<file path="src/rtl/fir_tap_ram_arbiter.sv">
// fir_tap_ram_arbiter
// Shares the single-port 11-entry tap BRAM (1-cycle registered read) between
// the AXI-lite configuration path (read/write) and the FIR engine (read-only).
// Coefficient writes are held off while a frame is in flight. A config read
// that keeps losing to the engine is forced through after pMAX_WAIT losses.
// Optional feature: define FIR_TAP_ARB_STATS_EN to add cfg_stall_cnt, a
// saturating count of cycles in which a config request waited.
module fir_tap_ram_arbiter #(
    parameter int pADDR_WIDTH = 12,
    parameter int pDATA_WIDTH = 32,
    parameter int pMAX_WAIT   = 4
) (
    input  logic                   axis_clk,
    input  logic                   axis_rst,
    input  logic                   cfg_req,
    input  logic                   cfg_we,
    input  logic [pADDR_WIDTH-1:0] cfg_addr,
    input  logic [pDATA_WIDTH-1:0] cfg_wdata,
    output logic                   cfg_gnt,
    output logic                   cfg_rvalid,
    output logic [pDATA_WIDTH-1:0] cfg_rdata,
    input  logic                   eng_req,
    input  logic [pADDR_WIDTH-1:0] eng_addr,
    output logic                   eng_gnt,
    output logic                   eng_rvalid,
    output logic [pDATA_WIDTH-1:0] eng_rdata,
    input  logic                   eng_busy,
    output logic [3:0]             tap_WE,
    output logic                   tap_EN,
    output logic [pDATA_WIDTH-1:0] tap_Di,
    output logic [pADDR_WIDTH-1:0] tap_A,
    input  logic [pDATA_WIDTH-1:0] tap_Do
`ifdef FIR_TAP_ARB_STATS_EN
    ,
    output logic [15:0]            cfg_stall_cnt
`endif
);

    typedef enum logic [1:0] {
        TAG_NONE = 2'd0,
        TAG_CFG  = 2'd1,
        TAG_ENG  = 2'd2
    } rd_tag_t;

    localparam logic [3:0] MAX_WAIT = 4'(pMAX_WAIT);

    rd_tag_t    rd_tag_q, rd_tag_d;
    logic [3:0] wait_cnt_q, wait_cnt_d;

    logic cfg_rd;
    logic cfg_wr;
    logic force_cfg;
    logic cfg_win;
    logic eng_win;

    // Grant decision: engine normally wins a read conflict; a starved config
    // read wins once its loss count saturates. Writes need an idle engine.
    always_comb begin
        cfg_rd    = cfg_req & ~cfg_we;
        cfg_wr    = cfg_req & cfg_we;
        force_cfg = (wait_cnt_q == MAX_WAIT);
        eng_win   = eng_req & ~(cfg_rd & force_cfg);
        if (cfg_rd) begin
            cfg_win = ~eng_req | force_cfg;
        end else begin
            cfg_win = cfg_wr & ~eng_busy & ~eng_req;
        end
        // Grants are suppressed while reset is held so every output reads 0.
        cfg_gnt = cfg_win & ~axis_rst;
        eng_gnt = eng_win & ~axis_rst;
    end

    // Next-state for the loss counter and the read-return tag.
    always_comb begin
        wait_cnt_d = wait_cnt_q;
        if (!cfg_req || cfg_gnt) begin
            wait_cnt_d = 4'd0;
        end else if (cfg_rd && eng_gnt && (wait_cnt_q != MAX_WAIT)) begin
            wait_cnt_d = wait_cnt_q + 4'd1;
        end

        rd_tag_d = TAG_NONE;
        if (cfg_gnt && !cfg_we) begin
            rd_tag_d = TAG_CFG;
        end else if (eng_gnt) begin
            rd_tag_d = TAG_ENG;
        end
    end

    // State registers; the tag is cleared by reset so an in-flight read is dropped.
    always_ff @(posedge axis_clk or posedge axis_rst) begin
        if (axis_rst) begin
            wait_cnt_q <= 4'd0;
            rd_tag_q   <= TAG_NONE;
        end else begin
            wait_cnt_q <= wait_cnt_d;
            rd_tag_q   <= rd_tag_d;
        end
    end

    // BRAM port drive follows the granted requester; idle drives all zeros.
    always_comb begin
        tap_EN = cfg_gnt | eng_gnt;
        tap_WE = 4'h0;
        tap_Di = '0;
        tap_A  = '0;
        if (cfg_gnt) begin
            tap_A = cfg_addr;
            if (cfg_we) begin
                tap_WE = 4'hF;
                tap_Di = cfg_wdata;
            end
        end else if (eng_gnt) begin
            tap_A = eng_addr;
        end
    end

    // Read return: the BRAM output is steered to whichever port the tag names.
    always_comb begin
        cfg_rvalid = (rd_tag_q == TAG_CFG) & ~axis_rst;
        eng_rvalid = (rd_tag_q == TAG_ENG) & ~axis_rst;
        cfg_rdata  = cfg_rvalid ? tap_Do : '0;
        eng_rdata  = eng_rvalid ? tap_Do : '0;
    end

`ifdef FIR_TAP_ARB_STATS_EN
    logic        eng_busy_q;
    logic [15:0] stall_cnt_q, stall_cnt_d;

    // Stall counter restarts on each new frame and saturates at all ones.
    always_comb begin
        stall_cnt_d = stall_cnt_q;
        if (eng_busy && !eng_busy_q) begin
            stall_cnt_d = 16'd0;
        end else if (cfg_req && !cfg_gnt && (stall_cnt_q != 16'hFFFF)) begin
            stall_cnt_d = stall_cnt_q + 16'd1;
        end
    end

    // Stall counter and busy-edge history registers.
    always_ff @(posedge axis_clk or posedge axis_rst) begin
        if (axis_rst) begin
            eng_busy_q  <= 1'b0;
            stall_cnt_q <= 16'd0;
        end else begin
            eng_busy_q  <= eng_busy;
            stall_cnt_q <= stall_cnt_d;
        end
    end

    assign cfg_stall_cnt = stall_cnt_q;
`endif

endmodule

</file>
<file path="config.mk">
export PLATFORM = sky130hd
export DESIGN_NAME = fir_tap_ram_arbiter
export DESIGN_NICKNAME = d
export VERILOG_FILES = /design/src/rtl/fir_tap_ram_arbiter.sv
export SDC_FILE = /design/constraint.sdc
export NUM_CORES = 1
export LEC_CHECK = 0
export ABC_CLOCK_PERIOD_IN_PS = 2300
export CAP_MARGIN = 20
export CORE_ASPECT_RATIO = 0.75
export CORE_UTILIZATION = 21
export DETAILED_ROUTE_END_ITERATION = 6
export PLACE_DENSITY = 0.91
export RECOVER_POWER = 25
export SLEW_MARGIN = 20
export SYNTH_ARGS = -nofsm -noshare
export SYNTH_HDL_FRONTEND = slang
export SYNTH_SLANG_ARGS = --single-unit
</file>
<file path="constraint.sdc">
create_clock -name axis_clk -period 2.3 [get_ports axis_clk]
set_clock_uncertainty 0.05 [all_clocks]
set_input_delay 0.345 -clock axis_clk [delete_from_list [all_inputs] [get_ports axis_clk]]
set_output_delay 0.345 -clock axis_clk [all_outputs]
set_load 0.02 [all_outputs]
</file>
Yosys cells after proc, flatten, opt, wreduce, memory -nomap -nowiden

Index checks and enable logic that the tools add are counted.

Add/subtract/negate cells: 1
Equal/unequal tests: 4
Multiplexer cells: 13
Bitwise logic cells: 17
Reductions and logical operators: 7

Operator list:

| operator            | number |
|---|---|
| $mux 32             | 4 |
| $mux 12             | 2 |
| $mux 4              | 4 |
| $and 1x1->1         | 10 |
| $not 1->1           | 5 |
| $add 4x1->4 const B | 1 |
| $eq 4x3->1 const B  | 1 |
| $mux 2              | 2 |
| $ne 4x3->1 const B  | 1 |
| $logic_and 1x1->1   | 3 |
| $eq 2x1->1 const B  | 1 |
| $eq 2x2->1 const B  | 1 |
| $logic_not 1->1     | 2 |
| $or 1x1->1          | 2 |
| $reduce_bool 2->1   | 1 |
| $logic_or 1x1->1    | 1 |
| $mux 1              | 1 |

Register bits: 6
Output and inout bits: 117
Word-level logic and storage cells: 44

Depth between registers and ports, before layout

Gate-level depths: netlist of run 1.

Depth after elaboration: 10
Gate-level depth with buffers: 6
Gate-level depth less buffers: 5

Least setup slack after synthesis of run 1

Ideal clock, no wire load.

Path kind: register -> output
Start point: reg wait_cnt_q[0]
End point: out tap_A[10]
Arrival time: 1720 ps
Required time: 1905 ps
Slack: 185 ps
Stages on the path, launching flop included: 7
Path buffers: 1
Cells stage by stage: dfrtp_1 -> inv_1 -> ha_1 -> nand4bb_1 -> o211a_1 -> clkbuf_1 -> a22o_1

Longest elaborated chain between the ends: 7

Ends and longest elaborated chain:

| element                  | RTL line | text |
|---|---|---|
| start: declaration       | 48       | `logic [3:0] wait_cnt_q, wait_cnt_d;` |
| start signal: assignment | 96       | `wait_cnt_q <= wait_cnt_d;` |
| $eq 4x3->1               | 61       | `force_cfg = (wait_cnt_q == MAX_WAIT);` |
| $and 1x1->1              | 62       | `eng_win = eng_req & ~(cfg_rd & force_cfg);` |
| $not 1->1                | 62       |  |
| $and 1x1->1              | 62       |  |
| $and 1x1->1              | 70       | `eng_gnt = eng_win & ~axis_rst;` |
| via eng_gnt              | 24       | `output logic eng_gnt,` |
| $mux 12                  | 113      | `end else if (eng_gnt) begin` |
| $mux 12                  | 107      | `if (cfg_gnt) begin` |
| end: declaration         | 31       | `output logic [pADDR_WIDTH-1:0] tap_A,` |

The timed path passes the listed nets, and every way through them passes these cells.

Worst setup path in the final report of run 1

Start point: reg wait_cnt_q[0]
End point: out tap_A[10]

Longest elaborated chain between the ends: 7

Ends and longest elaborated chain:

| element      | RTL line |
|---|---|
| $eq 4x3->1 * | 61 |
| $and 1x1->1  | 62 |
| $not 1->1    | 62 |
| $and 1x1->1  | 62 |
| $and 1x1->1  | 70 |
| $mux 12      | 113 |
| $mux 12 *    | 107 |

Mark *: on every way between the ends. The rest lies on a longest branch, timed or not.

==> results of run 1 <==
## synth_stat cells, types with 2 or more instances
library cell	count
clkbuf_1	9
buf_4	5
ha_1	2
o211a_1	2
and2_1	96
a211oi_1	3
nor3b_1	2
dfrtp_1	6
nand3b_1	2
inv_1	6
a22o_1	12
nand3_1	3
o31ai_1	3
## metrics by stage
| step | cells | util, % | setup WS, ps |
|---|---|---|---|
| floorplan | 165 | - | 185 |
| global placement | 452 | 64.4 | -399 |
| detailed placement | 452 | 64.4 | -465 |
| CTS | 464 | 63.0 | -119 |
| global route | 466 | 62.3 | 14.3 |
| finish | 466 | 62.3 | 98.1 |
## state kept, by name, indices dropped and copies added (netlist names)
register / count
rd_tag_q: 2
wait_cnt_q: 4
## worst reg2reg max path: cells and delay by family (launching register included)
kind                     cells  cell delay, ps
adder cells (fa/ha/maj)      1             170
buffers and inverters        1              60
flip-flops                   1             360
AND/OR/NAND/NOR              2             710
AO/OA/AOI/OAI                1             240
## routing by layer
layer  vias to the layer above  GRT usage [%]  share of wire [%]
met2                        81           36.8                 54
met4                         0           4.23               0.74
met3                         4           4.78                6.2
met1                       921           22.1                 39
li1                       1001              -                  -
met5                         -              0                  0
## cell families (layout without fill, tap and decap cells)
kind of cell,Yosys count,count (layout),share of synthesized area [%]
flops,6,6,12.3
compound gates,25,25,18.1
buf+inv,21,247,8.11
simple gates,111,111,59.4
fa+ha+maj,2,2,2.05
## where the power goes
| group | internal [mW] | switching, mW |
|---|---|---|
| clock | 0.113 | 0.0473 |
| combinational | 0.226 | 0.145 |
| sequential | 0.108 | 0.00120 |
| total | 0.446 | 0.194 |
## cell type report
cell class	instances	area [um^2]	area share [%]
multi-input cells	138	1030	30.3
inverters	6	22.5	0.661
flip-flops and latches	6	150	4.41
repair buffers	238	2070	60.7
clock buffers	3	41.3	1.21
well taps	75	93.8	2.75
## what timing repair did
| action | CTS | global route |
|---|---|---|
| setup endpoints to repair | 117 | 111 |
| resized for setup | 256 | 32 |
| gates cloned | 3 | 0 |
| pin swaps | 3 | 3 |
| setup buffers | 6 | 2 |
| hold buffers | 0 | 0 |
## final timing paths
path                                       to  slack (ps)  cells after the start           from
worst max-delay path                tap_A[10]         100                      7  wait_cnt_q[0]
worst min-delay path            wait_cnt_q[1]         540                      4       axis_rst
worst max register to register  wait_cnt_q[3]         610                      5  wait_cnt_q[0]
worst min register to register  wait_cnt_q[1]         630                      3  wait_cnt_q[1]
max in group asynchronous       wait_cnt_q[2]        1390                      4       axis_rst
min in group axis_clk             rd_tag_q[1]         580                      3         cfg_we
==> flow_summary.yaml, run 1 <==
status:
  status: "completed"
die:
  start_util_pct: 22.3
  core_um2: 5470
  io_pins: 211
  die_x_um: 90.0
  dieArea_um2: 6110
  die_h_um: 68.0
  rows: 23
grt:
  grt.total_usage_pct: 19.2
  grt_pass1_vias: 1911
  antenna_found_initial: 0
  grt_max_degree: 34
  grt_overflow: 0
  grt_pass1_wl_mm: 9.42
critical_path:
  cp_top_family: "compound AO/OA/AOI/OAI gates"
  worst-setup-path-type: "register to primary output"
  max_stage_delay_ps: 390
  critPathCaptureType: "primary output"
  crit_chain: "inv_2 -> ha_4 -> nand4bb_4 -> a221oi_4 -> buf_6 -> a22o_1 -> buf_2"
  worstPathRequired_ps: 1900
  critPathMaxFanout: 7
  slowest_stage: "dfrtp_1"
  cp-start-kind: "register"
  cp.buffers_inverters: 3
  cp.arrival_ps: 1810
place:
  io_buffers: 210
  placed_area_um2: 3520
  dp_hpwl_mm: 5.33
  gp_congestion: 0.859
yosys:
  async_reset_ff_share_pct: 100
  synth_warnings: 0
  synth.ff_latch_count: 6
  seq_area_frac_synth_pct: 12.3
  yosys.area.top_type: "and2_1"
  ys.flop_type: "dfrtp_1"
  synth_cells: 165
  synth_top_area_share_pct: 49.3
  netlist_top_cells_area: "and2_1, dfrtp_1, a22o_1, buf_4, clkbuf_1"
  synth_area_um2: 1220
  synth.net_count: 261
  syn_avg_cell_area_um2: 7.39
  synth_cell_types: 27
  synth_edf_count: 0
route:
  wirelength_mm: 6.52
  avgViaCountPerCell: 4.31
  dr.pass1.iters: 4
  drt-initial-drc-count: 26
  ant_nets: 0
  route.vias.total: 2007
  drc: 0
  wl_per_cell_um: 14.0
finish:
  layout_commonest_cell: "and2_1"
  layout.nets: 489
  design_area_um2: 3410
  area_growth_pct: 180
  drive_gt1_share_pct: 21.5
  fillers: 499
  antenna_cells: 0
  final_cell_mix: "and2_1, clkdlybuf4s50_1, dlygate4sd2_1, buf_2, buf_4"
sta:
  layout_min_cycle_time_ps: 2200
  maxSlewHeadroom_pct: 74.4
  max_clock_freq_mhz: 454
  worst_pin_slew_ps: 384
  slew_viol_final: 0
  grt_setup_unrepaired: "no"
  whs_ps: 537
  fin_tns_setup_ps: 0
  hold_viol_final: 0
  setup_viol: 0
  finalCritPeriodShare_pct: 95.7
clock_tree:
  cts-root-buf: "clkbuf_8"
  htreeDepth: 1
  clock_latency_ps: 220
  clock_path_buffers: 2
  cts_sinks: 6
  cts_buffers: 3
  cts.clk_slew.worst_paths_ps: 40
  tritoncts: "yes"
power_and_ir_drop:
  total_power_uw: 640
  power_density_nw_per_um2: 188
  leakage_nw: 1.89
  ir_worst_vdd_mv: 0.121
min_path:
  min_path_type: "primary input to asynchronous set/reset pin"
run:
  cap_violations: 0
Power figures use the tool's default switching activity.
==> run 2: changes to the inputs <==
--- a/config.mk
+++ b/config.mk
@@ -12,7 +12,7 @@
 export DETAILED_ROUTE_END_ITERATION = 6
 export PLACE_DENSITY = 0.91
 export RECOVER_POWER = 25
-export SLEW_MARGIN = 20
+export SLEW_MARGIN = 5
 export SYNTH_ARGS = -nofsm -noshare
 export SYNTH_HDL_FRONTEND = slang
 export SYNTH_SLANG_ARGS = --single-unit
==> results of run 2 <==
Final layout, timing and power as in run 1 (identical DEF).
